[config.mk]
export PLATFORM = sky130hd
export DESIGN_NAME = rr_hr_calc
export DESIGN_NICKNAME = d
export VERILOG_FILES = /design/src/rtl/rr_hr_calc.sv
export SDC_FILE = /design/constraint.sdc
export NUM_CORES = 1
export LEC_CHECK = 0
export ABC_AREA = 1
export CORE_ASPECT_RATIO = 1.4
export CORE_UTILIZATION = 57
export CTS_CLUSTER_SIZE = 12
export DETAILED_ROUTE_END_ITERATION = 10
export PLACE_DENSITY = 0.8
export SETUP_SLACK_MARGIN = 0.5
export SYNTH_ARGS = -nofsm -noshare
export SYNTH_HDL_FRONTEND = slang
export SYNTH_SLANG_ARGS = --single-unit
[constraint.sdc]
create_clock -name sys_clk -period 4.8 [get_ports sys_clk]
set_input_delay 0.96 -clock sys_clk [delete_from_list [all_inputs] [get_ports sys_clk]]
set_output_delay 0.96 -clock sys_clk [all_outputs]
set_load 0.01 [all_outputs]
[src/rtl/rr_hr_calc.sv]
// Beat-interval processor: turns R-peak pulses into heart rate, RR interval,
// averaged successive-difference HRV and a rhythm class for the display.
module rr_hr_calc #(
  parameter int CLK_FREQ  = 50_000_000,
  parameter int RR_MIN_MS = 250,
  parameter int RR_MAX_MS = 2000,
  parameter int AVG_SHIFT = 3
) (
  input  logic        sys_clk,
  input  logic        sys_rst_n,
  input  logic        r_peak,
  output logic [11:0] xinlv,
  output logic [11:0] rr_current,
  output logic [11:0] hrv_sdnn,
  output logic [1:0]  arrhythmia_level,
  output logic        data_valid
);

  localparam int TICK_CYC = CLK_FREQ / 1000;
  localparam int TICK_W   = (TICK_CYC > 1) ? $clog2(TICK_CYC) : 1;
  localparam logic [16:0] DIVIDEND = 17'd60000;

  typedef enum logic [1:0] {ARM, RUN, DIV, UPD} state_t;

  function automatic logic [11:0] abs_diff(input logic [11:0] a, input logic [11:0] b);
    return (a >= b) ? (a - b) : (b - a);
  endfunction

  // acc + ((sample - acc) >>> AVG_SHIFT) in signed 14-bit, truncated back to 12 bits
  function automatic logic [11:0] ema_step(input logic [11:0] acc, input logic [11:0] sample);
    logic signed [13:0] diff;
    diff = $signed({2'b00, sample}) - $signed({2'b00, acc});
    return 12'($signed({2'b00, acc}) + (diff >>> AVG_SHIFT));
  endfunction

  function automatic logic [1:0] classify(input logic [11:0] d, input logic [11:0] avg);
    if (d > (avg >> 2))      return 2'd2;
    else if (d > (avg >> 3)) return 2'd1;
    else                     return 2'd0;
  endfunction

  state_t              state_q;
  logic [TICK_W-1:0]   tick_cnt_q, tick_cnt_d;
  logic [11:0]         rr_cnt_q, rr_cnt_d;
  logic [11:0]         rr_q, rem_q, avg_q, prev_q;
  logic [16:0]         quo_q;
  logic [4:0]          bit_cnt_q;
  logic                seen_beat_q;
  logic [11:0]         xinlv_q, rr_cur_q, hrv_q;
  logic [1:0]          level_q;
  logic                dv_q;

  logic        ms_tick, in_refr, peak_clr, accept, timeout, fits;
  logic [12:0] trial;
  logic [11:0] rem_sub, rem_d;

  assign ms_tick  = (tick_cnt_q == TICK_W'(TICK_CYC - 1));
  assign in_refr  = (rr_cnt_q < 12'(RR_MIN_MS));
  // Any peak outside the refractory window restarts the interval, whatever the FSM is doing
  assign peak_clr = r_peak && ((state_q == ARM) || !in_refr);
  assign accept   = r_peak && !in_refr && (rr_cnt_q <= 12'(RR_MAX_MS));
  assign timeout  = !r_peak && ms_tick && (rr_cnt_q == 12'(RR_MAX_MS));

  always_comb begin
    tick_cnt_d = ms_tick ? '0 : tick_cnt_q + TICK_W'(1);
    rr_cnt_d   = rr_cnt_q;
    if (peak_clr)                             rr_cnt_d = '0;
    else if (ms_tick && rr_cnt_q != 12'hFFF)  rr_cnt_d = rr_cnt_q + 12'd1;
  end

  // One restoring step per DIV cycle; remainder always fits in 12 bits after a subtract
  assign trial   = {rem_q, quo_q[16]};
  assign fits    = (trial >= {1'b0, rr_q});
  assign rem_sub = 12'(trial - {1'b0, rr_q});
  assign rem_d   = fits ? rem_sub : trial[11:0];

  always_ff @(posedge sys_clk or negedge sys_rst_n) begin
    if (!sys_rst_n) begin
      tick_cnt_q <= '0;
      rr_cnt_q   <= '0;
    end else begin
      tick_cnt_q <= tick_cnt_d;
      rr_cnt_q   <= rr_cnt_d;
    end
  end

  always_ff @(posedge sys_clk or negedge sys_rst_n) begin
    if (!sys_rst_n) begin
      state_q     <= ARM;
      rr_q        <= '0;
      rem_q       <= '0;
      quo_q       <= '0;
      bit_cnt_q   <= '0;
      avg_q       <= '0;
      prev_q      <= '0;
      seen_beat_q <= 1'b0;
      xinlv_q     <= '0;
      rr_cur_q    <= '0;
      hrv_q       <= '0;
      level_q     <= '0;
      dv_q        <= 1'b0;
    end else begin
      dv_q <= 1'b0;
      case (state_q)
        ARM: if (r_peak) state_q <= RUN;
        RUN: begin
          if (accept) begin
            rr_q      <= rr_cnt_q;
            quo_q     <= DIVIDEND;
            rem_q     <= '0;
            bit_cnt_q <= '0;
            state_q   <= DIV;
          end else if (timeout) begin
            level_q <= 2'd3;
            xinlv_q <= '0;
            dv_q    <= 1'b1;
          end
        end
        DIV: begin
          quo_q     <= {quo_q[15:0], fits};
          rem_q     <= rem_d;
          bit_cnt_q <= bit_cnt_q + 5'd1;
          if (bit_cnt_q == 5'd16) state_q <= UPD;
        end
        UPD: begin
          xinlv_q  <= quo_q[11:0];
          rr_cur_q <= rr_q;
          prev_q   <= rr_q;
          dv_q     <= 1'b1;
          state_q  <= RUN;
          if (!seen_beat_q) begin
            avg_q       <= rr_q;
            level_q     <= 2'd0;
            seen_beat_q <= 1'b1;
          end else begin
            level_q <= classify(abs_diff(rr_q, avg_q), avg_q);
            avg_q   <= ema_step(avg_q, rr_q);
            hrv_q   <= ema_step(hrv_q, abs_diff(rr_q, prev_q));
          end
        end
        default: state_q <= ARM;
      endcase
    end
  end

  assign xinlv            = xinlv_q;
  assign rr_current       = rr_cur_q;
  assign hrv_sdnn         = hrv_q;
  assign arrhythmia_level = level_q;
  assign data_valid       = dv_q;

endmodule
==> metrics.csv, run 1 <==
metric,value,unit
"EDFF count, synth",0,
R2R Setup Slk,300,ps
area share of the largest cell type after synthesis,29.8,%
GRT Total Usage,31.3,%
Crit path buffers/inverters,4,
cell with the most instances after synthesis,nand2_1,
Layout fillers,1489,
# IOs,42,
Setup Viol. Count Final,0,
Least-Margin Pin Slew,980,ps
kind of critical path,register to register,
CP endpoint,hrv_sdnn[10]$_DFFE_PN0P_,
Mapped Cells,1499,
synth top area cells,"dfrtp_1 30%, nand2_1 15%, ha_1 14%",
crit path max-delay cell type,dfrtp_1,
final antenna-violating net count,0,
total gr overflow,0,
first-pass GRT wire length,48200,um
Max Fclk,222,MHz
Final TNS setup,0,ps
Slew Limit Fails,0,
largest area contributor in the netlist,dfrtp_1,
WL/cell,16.7,um
Die Ht,164,um
period utilisation layout,93.9,%
CP startpoint kind,register,
CTS H-tree lvls,4,
TritonCTS clock tree,yes,
register area share after synthesis,29.8,%
Die X,118,um
Layout Skew,11.6,ps
DRT Pass-1 Iters,5,
Cell variety after synth,51,
port bufs,41,
worst setup path startpoint,rr_q[2]$_DFFE_PN0P_,
HPWL after DPL,21500,um
"Hold Vio Cnt, Final",0,
Num CTS Buffers,17,
DRC violations left,0,
GPL Wtd Cong,0.966,
root buffer cell,clkbuf_16,
CP Max Fanout,5,
drt total wl,30400,um
Yosys Warn Count,0,
Syn Area/Cell,7.17,um^2
core area,18500,um^2
# diodes,0,
Initial Util,58.0,%
Worst slew margin,34.7,%
CP max stage delay,420,ps
reg2reg end,hrv_sdnn[10]$_DFFE_PN0P_,
leading register cell type out of synthesis,dfrtp_1,
Crit path required time,5170,ps
RSZ-0062 raised after global routing,yes,
Die ar.,19400,um^2
Worst-path clk slew,60,ps
Hold/Removal Path Class,register to register,
initial antenna violation count,1,
CTS Buffer Depth,2,
via count,10400,
"delay-heaviest family, CP",compound AO/OA/AOI/OAI gates,
Synth top cells by count,"429 x nand2_1, 225 x inv_1, 128 x dfrtp_1, 118 x ha_1, 95 x o21ai_0",
Synth Cell Area,10700,um^2
number of placement rows,59,
CTS sink count,128,
CTS Hold Buffers Added,0,
vias in the first global route,10200,
syn_nets,1627,
CP endpoint kind,register,
FF-to-FF Start,rr_q[2]$_DFFE_PN0P_,
Via density,5.70,
fin crit period,4500,ps
most frequent CP cell,nand2_1,
final-stage net count,1691,
area delta synth->final,17.5,%
status,"finished, final reports clean",
#FFs+latches synth,128,
r2r worst-path depth,27,
clk_lat worst skew,430,ps
Critical Path Stages,27,
CP Data Arrival Time,4870,ps
Initial DRC Count,755,
max cap viols,0,
layout cells sized above 1,12.9,%
"FFs w/ async S/R, synth",100,%
largest net degree at the start of global routing,103,
cell usage in the layout (no fill, tap or decap), types with 26 or more instances in the layout:
| master | instances |
|---|---|
| nand2_1 | 411 |
| inv_1 | 219 |
| dfrtp_1 | 126 |
| ha_1 | 101 |
| o21ai_0 | 88 |
| nand3_1 | 70 |
| a21oi_1 | 69 |
| nor2_1 | 63 |
| xor2_1 | 54 |
| clkdlybuf4s50_1 | 40 |
| buf_4 | 38 |
| nand4_1 | 28 |
| o21ai_1 | 26 |
routing by layer:
metal	global-route usage, %	routed length (um)	vias up
met5	0	13	-
met4	20.6	1970	2
met3	5.49	1500	146
met2	54.9	15100	348
met1	34.9	11800	4911
li1	-	-	4976
cell families (layout without fill, tap and decap cells):
logic type	after synthesis	after routing	share of synthesized area, %
and+or+nand+nor	642	642	25.6
buffers and inverters	272	349	10.2
AOI/OAI and AO/OA	265	265	13.9
adders and majority gates	125	125	15.0
DFF	128	128	29.8
xor gates and xnor gates	67	67	5.46
state kept, by name, indices dropped and copies added, names as in the netlist, 5 cells and up:
signal	cells
rem_q	12
bit_cnt_q	5
rr_q	12
tick_cnt_q	16
rr_current	12
xinlv	12
rr_cnt_q	12
quo_q	17
avg_q	12
hrv_sdnn	12
how the worst min path moves through the flow:
stage,endpoint,from,slack [ps],cells past startpoint
floorplan,tick_cnt_q[0]$_DFF_PN0_,tick_cnt_q[0]$_DFF_PN0_,430,1
global placement,tick_cnt_q[0]$_DFF_PN0_,tick_cnt_q[0]$_DFF_PN0_,440,1
detailed placement,tick_cnt_q[0]$_DFF_PN0_,tick_cnt_q[0]$_DFF_PN0_,450,1
CTS,tick_cnt_q[0]$_DFF_PN0_,tick_cnt_q[0]$_DFF_PN0_,460,1
global route,tick_cnt_q[0]$_DFF_PN0_,tick_cnt_q[0]$_DFF_PN0_,490,1
finish,tick_cnt_q[0]$_DFF_PN0_,tick_cnt_q[0]$_DFF_PN0_,460,1
through the flow:
step	worst slack [ps]	hold WS [ps]	area, um^2	utilization (%)	instances
after floorplan	513	433	10800	-	1499
after global placement	257	444	11400	61.5	1761
after detailed placement	36.4	451	11400	61.5	1761
after CTS	501	459	12400	66.8	1813
after global routing	20.5	489	12600	68.1	1820
final	295	458	12600	68.1	1820
layout make-up:
| class | count | area (um^2) | area share (%) |
|---|---|---|---|
| Clock inverter | 14 | 170 | 1.35 |
| Multi-Input combinational cell | 1099 | 6890 | 54.6 |
| Timing Repair Buffer | 81 | 719 | 5.70 |
| Sequential cell | 128 | 3210 | 25.4 |
| Tap cell | 244 | 305 | 2.42 |
| Inverter | 236 | 892 | 7.07 |
| Clock buffer | 18 | 439 | 3.48 |
worst reg2reg max path, stage by stage (launching register included):
cell and delay, ps:
dfrtp_1 420, buf_4 190, clkinvlp_4 120, ha_1 200, a21oi_1 160, o21ai_2 110
a21oi_2 260, o21ai_2 120, xor2_1 160, nand2_1 90, nand2_1 100, inv_1 80
ha_4 300, nand2_2 90, nor3_4 270, a21oi_4 100, buf_4 140, xnor2_1 220
ha_1 340, a21oi_1 190, o21a_1 130, nand2_1 70, nand2_1 100, nand2_2 60
a21oi_2 140, xor2_1 160, nand2_1 60, nand2_1 70
timing repair:
action / CTS / global route
setup buffers: 20 / 7
pin swaps: 25 / 27
gates resized for setup: 52 / 44
gates cloned: 0 / 0
setup endpoints to repair: 9 / 9
Power of run 1 is left out: the tool's default activity adds up to more than one toggle a clock period on the data nets, which glitch-free logic cannot reach.
==> run 2, diff against run 1 <==
--- a/config.mk
+++ b/config.mk
@@ -15,3 +15,4 @@
 export SYNTH_ARGS = -nofsm -noshare
 export SYNTH_HDL_FRONTEND = slang
 export SYNTH_SLANG_ARGS = --single-unit
+export TNS_END_PERCENT = 1
==> run 2 against run 1 <==
Via count shrank 0.90%. Critical path type unchanged. Clock skew grew 0.54 ps. Fmax grew 1.8%. Global-route usage is the same. Critical endpoint unchanged.
==> metrics.csv, run 2 (synthesis gave the netlist of run 1 again) <==
metric,value,unit,change
WL/cell,16.3,um,was 16.7 um
fin crit period,4420,ps,was 4500 ps
CTS H-tree lvls,4,,unchanged
clk_lat worst skew,430,ps,about the same
layout cells sized above 1,12.3,%,was 12.9%
Crit path buffers/inverters,4,,unchanged
Final TNS setup,0,ps,unchanged
"Hold Vio Cnt, Final",0,,unchanged
Layout Utilization,67.8,%,was 68.1%
most frequent CP cell,nand2_1,,unchanged
Die X,118,um,unchanged
port bufs,41,,unchanged
core area,18500,um^2,unchanged
period utilisation layout,92.2,%,was 93.9%
Initial DRC Count,602,,was 755
number of placement rows,59,,unchanged
initial antenna violation count,1,,unchanged
DRT Pass-1 Iters,5,,unchanged
Largest register FFs,17,,unchanged
Worst-path clk slew,60,ps,about the same
Setup Viol. Count Final,0,,unchanged
Max Fclk,226,MHz,was 222 MHz
largest net degree at the start of global routing,103,,unchanged
CTS Buffer Depth,2,,unchanged
via count,10300,,was 10400
drt total wl,29600,um,was 30400 um
final-stage net count,1690,,was 1691
Crit path required time,5170,ps,about the same
total gr overflow,0,,unchanged
Num CTS Buffers,17,,unchanged
CP Data Arrival Time,4790,ps,was 4870 ps
Die ar.,19400,um^2,unchanged
Worst slew margin,36.0,%,was 34.7%
root buffer cell,clkbuf_16,,unchanged
Slew Limit Fails,0,,unchanged
Via density,5.66,,was 5.70
vias in the first global route,10200,,unchanged
"commonest non-fill, non-tap cell in the layout",nand2_1,,unchanged
CP endpoint kind,register,,unchanged
status,"finished, final reports clean",,unchanged
first-pass GRT wire length,48200,um,unchanged
Initial Util,58.0,%,unchanged
crit path max-delay cell type,dfrtp_1,,unchanged
CTS Hold Buffers Added,0,,unchanged
CP startpoint kind,register,,unchanged
CP max stage delay,430,ps,was 420 ps
kind of critical path,register to register,,unchanged
final worst slack,376,ps,was 295 ps
CTS sink count,128,,unchanged
Hold/Removal Path Class,register to register,,unchanged
final antenna-violating net count,0,,unchanged
# IOs,42,,unchanged
most frequent cells in the layout,"414 x nand2_1, 220 x inv_1, 127 x dfrtp_1, 103 x ha_1, 90 x o21ai_0",,"was 411 x nand2_1, 219 x inv_1, 126 x dfrtp_1, 101 x ha_1, 88 x o21ai_0"
HPWL after DPL,21500,um,unchanged
# diodes,0,,unchanged
max cap viols,0,,unchanged
CP Max Fanout,5,,unchanged
Least-Margin Pin Slew,961,ps,was 980 ps
Layout Skew,12.1,ps,was 11.6 ps
Regs by FF count,"quo_q x17, tick_cnt_q x16",,unchanged
area delta synth->final,16.9,%,was 17.5%
DRC violations left,0,,unchanged
Die Ht,164,um,unchanged
GRT Total Usage,31.3,%,unchanged
TritonCTS clock tree,yes,,unchanged
RSZ-0062 raised after global routing,yes,,unchanged
"delay-heaviest family, CP",compound AO/OA/AOI/OAI gates,,unchanged
DP Worst Slack,36.4,ps,unchanged
GPL Wtd Cong,0.966,,unchanged
"Most flops, register",quo_q,,unchanged
## run 2: cell types whose count changed in the layout (fill, tap and decap cells not counted), sizes merged
cell	change
buf	-1
## run 2: path summary, 6_finish.rpt
path	start	end	slack [ps]	cells after the start
min in group asynchronous	sys_rst_n	tick_cnt_q[12]$_DFF_PN0_	650	1
max reg2reg	rr_q[2]$_DFFE_PN0P_	hrv_sdnn[10]$_DFFE_PN0P_	380	27
min reg2reg	tick_cnt_q[0]$_DFF_PN0_	tick_cnt_q[0]$_DFF_PN0_	460	1
max in group asynchronous	sys_rst_n	xinlv[8]$_DFFE_PN0P_	3220	2
min	tick_cnt_q[0]$_DFF_PN0_	tick_cnt_q[0]$_DFF_PN0_	460	1
max	rr_q[2]$_DFFE_PN0P_	hrv_sdnn[10]$_DFFE_PN0P_	380	27
## run 2: worst register-to-register path: stages, from the launching register on
cell        delay, ps
dfrtp_1           430
buf_4             190
clkinvlp_4        110
ha_1              210
a21oi_1           170
o21ai_2           110
a21oi_2           260
o21ai_2           120
xor2_1            160
nand2_1            90
nand2_1            90
inv_1              80
ha_4              290
nand2_2            80
nor3_4            240
a21oi_4           100
buf_4             140
xnor2_1           220
ha_1              340
a21oi_1           190
o21a_1            130
nand2_1            70
nand2_1            80
nand2_1            60
a21oi_2           130
xor2_1            160
nand2_1            60
nand2_1            60
## run 2: area by class of cell
| class | instances | area (um^2) |
|---|---|---|
| multi-input cells | 1099 | 6850 |
| fillers | 1509 | 5970 |
| flip-flops and latches | 128 | 3200 |
| inverters | 236 | 892 |
| repair buffers | 80 | 704 |
| clock buffers | 18 | 439 |
| well taps | 244 | 305 |
| clock inverters | 14 | 170 |
## run 2: what timing repair did
| item | CTS | global route |
|---|---|---|
| gates cloned | 0 | 0 |
| setup buffers | 20 | 6 |
| pin swaps | 25 | 18 |
| setup endpoints to repair | 9 | 9 |
| resized for setup | 52 | 28 |
## run 2: stage by stage
stage / area, um^2 / instances / hold slack (ps)
global placement: 11400 / 1761 / 444
global route: 12600 / 1819 / 489
CTS: 12400 / 1813 / 459
floorplan: 10800 / 1499 / 433
detailed placement: 11400 / 1761 / 451
finish: 12600 / 1819 / 458
## run 2: layer usage
layer / share of wire (%) / vias up / global-route usage (%)
met5: 0.044 / - / 0
met4: 6.5 / 2 / 20.6
met3: 4.9 / 136 / 5.49
met2: 49 / 350 / 54.9
met1: 39 / 4822 / 34.9
li1: - / 4980 / -
Power of run 2 is left out for the same reason.
==> run 3, diff against run 2 <==
--- a/config.mk
+++ b/config.mk
@@ -11,7 +11,6 @@
 export CTS_CLUSTER_SIZE = 12
 export DETAILED_ROUTE_END_ITERATION = 10
 export PLACE_DENSITY = 0.8
-export SETUP_SLACK_MARGIN = 0.5
 export SYNTH_ARGS = -nofsm -noshare
 export SYNTH_HDL_FRONTEND = slang
 export SYNTH_SLANG_ARGS = --single-unit
==> run 3 against run 2 <==
Routed wire length decreased by 7.0%. Fmax shrank 0.74%. Global-route usage fell by 2.1 points. Design area shrank 4.0%.
==> metrics.csv, run 3 (synthesis gave the netlist of run 1 again) <==
metric,value,unit,change
DRT Pass-1 Iters,5,,unchanged
Layout Skew,10.2,ps,was 12.1 ps
initial antenna violation count,0,,was 1
vias in the first global route,9450,,was 10200
GRT Total Usage,29.2,%,was 31.3%
CP Data Arrival Time,4780,ps,was 4790 ps
"Hold Vio Cnt, Final",0,,unchanged
DRC violations left,0,,unchanged
final antenna-violating net count,0,,unchanged
port bufs,41,,unchanged
Setup Viol. Count Final,0,,unchanged
Regs by FF count,"quo_q x17, tick_cnt_q x16",,unchanged
WL/cell,15.3,um,was 16.3 um
CP startpoint kind,register,,unchanged
root buffer cell,clkbuf_16,,unchanged
status,"finished, final reports clean",,unchanged
CTS Buffer Depth,2,,unchanged
Fin Hold WS,465,ps,was 458 ps
drt total wl,27500,um,was 29600 um
period utilisation layout,92.9,%,was 92.2%
first-pass GRT wire length,44900,um,was 48200 um
Final TNS setup,0,ps,unchanged
DR WL met3,1230,um,was 1460 um
CP Max Fanout,7,,was 5
Die X,118,um,unchanged
total gr overflow,0,,unchanged
CTS H-tree lvls,4,,unchanged
kind of critical path,register to register,,unchanged
area delta synth->final,12.3,%,was 16.9%
TritonCTS clock tree,yes,,unchanged
fin crit period,4460,ps,was 4420 ps
HPWL after DPL,21300,um,was 21500 um
CP endpoint kind,register,,unchanged
wire length on met1,11500,um,was 11600 um
Crit path required time,5130,ps,was 5170 ps
Crit path buffers/inverters,5,,was 4
clk_lat worst skew,430,ps,about the same
crit path max-delay cell type,ha_1,,was dfrtp_1
Worst slew margin,41.0,%,was 36.0%
Largest register FFs,17,,unchanged
CP max stage delay,380,ps,was 430 ps
Least-Margin Pin Slew,885,ps,was 961 ps
number of placement rows,59,,unchanged
layout cells sized above 1,8.10,%,was 12.3%
max cap viols,0,,unchanged
via count,9906,,was 10300
most frequent cells in the layout,"423 x nand2_1, 225 x inv_1, 128 x dfrtp_1, 113 x ha_1, 92 x o21ai_0",,"was 414 x nand2_1, 220 x inv_1, 127 x dfrtp_1, 103 x ha_1, 90 x o21ai_0"
Hold/Removal Path Class,register to register,,unchanged
Worst-path clk slew,70,ps,was 60 ps
Die Ht,164,um,unchanged
largest net degree at the start of global routing,95,,was 103
top sig layer,met4,,was met5
"delay-heaviest family, CP",simple AND/OR/NAND/NOR gates,,was compound AO/OA/AOI/OAI gates
most frequent CP cell,nand2_1,,unchanged
# IOs,42,,unchanged
# diodes,0,,unchanged
Slew Limit Fails,0,,unchanged
"Most flops, register",quo_q,,unchanged
Initial DRC Count,696,,was 602
GPL Wtd Cong,0.944,,was 0.966
Initial Util,58.0,%,unchanged
wire length on met2,13700,um,was 14600 um
Layout fillers,1646,,was 1509
Via density,5.50,,was 5.66
core area,18500,um^2,unchanged
"commonest non-fill, non-tap cell in the layout",nand2_1,,unchanged
final-stage net count,1671,,was 1690
final worst slack,343,ps,was 376 ps
Cells after DPL,1767,,was 1761
final non-filler cell total,1800,,was 1819
Max Fclk,224,MHz,was 226 MHz
DP Worst Slack,144,ps,was 36.4 ps
CTS sink count,128,,unchanged
Num CTS Buffers,17,,unchanged
Die ar.,19400,um^2,unchanged
==> run 3: changes by cell type in the layout (fill, tap and decap cells not counted), sizes merged <==
| cell | previous run | this run |
|---|---|---|
| buf | 40 | 21 |
| clkinv | 4 | 2 |
| bufinv | 2 | 0 |
| inv | 241 | 243 |
| clkinvlp | 3 | 5 |
==> run 3: metrics by stage <==
stage / instance area, um^2 / utilization [%]
2_1_floorplan: 10700 / -
3_3_place_gp: 11400 / 61.5
3_5_place_dp: 11400 / 61.5
4_1_cts: 12000 / 64.5
5_1_grt: 12100 / 65.1
6_report: 12100 / 65.1
==> run 3: path summary, 6_finish.rpt <==
check                                               start                       end  slack [ps]  depth (start not counted)
worst min-delay path              tick_cnt_q[0]$_DFF_PN0_   tick_cnt_q[0]$_DFF_PN0_         470                          1
min in group asynchronous                       sys_rst_n   tick_cnt_q[4]$_DFF_PN0_         610                          1
worst max register to register  rr_current[8]$_DFFE_PN0P_  hrv_sdnn[11]$_DFFE_PN0P_         340                         28
worst min register to register    tick_cnt_q[0]$_DFF_PN0_   tick_cnt_q[0]$_DFF_PN0_         470                          1
worst max-delay path            rr_current[8]$_DFFE_PN0P_  hrv_sdnn[11]$_DFFE_PN0P_         340                         28
max in group asynchronous                       sys_rst_n   hrv_sdnn[8]$_DFFE_PN0P_        3240                          2
==> run 3: area by class of cell <==
class | instances | area (um^2) | area share [%]
multi-input combinational | 1099 | 6550 | 54.3
sequential | 128 | 3200 | 26.6
clock inverter | 14 | 124 | 1.03
timing repair buffer | 61 | 562 | 4.66
inverter | 236 | 888 | 7.36
tap | 244 | 305 | 2.53
clock buffer | 18 | 429 | 3.56
==> run 3: what timing repair did <==
item / 4_1_cts / 5_1_grt
hold buffers: 0 / 0
setup endpoints to repair: 0 / 7
buffers inserted: 0 / 1
gates resized for setup: 0 / 28
==> run 3: per-layer routing <==
| metal | vias to the layer above | global-route usage, % |
|---|---|---|
| met5 | - | 0 |
| li1 | 4940 | - |
| met4 | 0 | 14.8 |
| met3 | 75 | 3.97 |
| met1 | 4628 | 34.8 |
| met2 | 263 | 51.5 |
Power of run 3 is left out for the same reason.
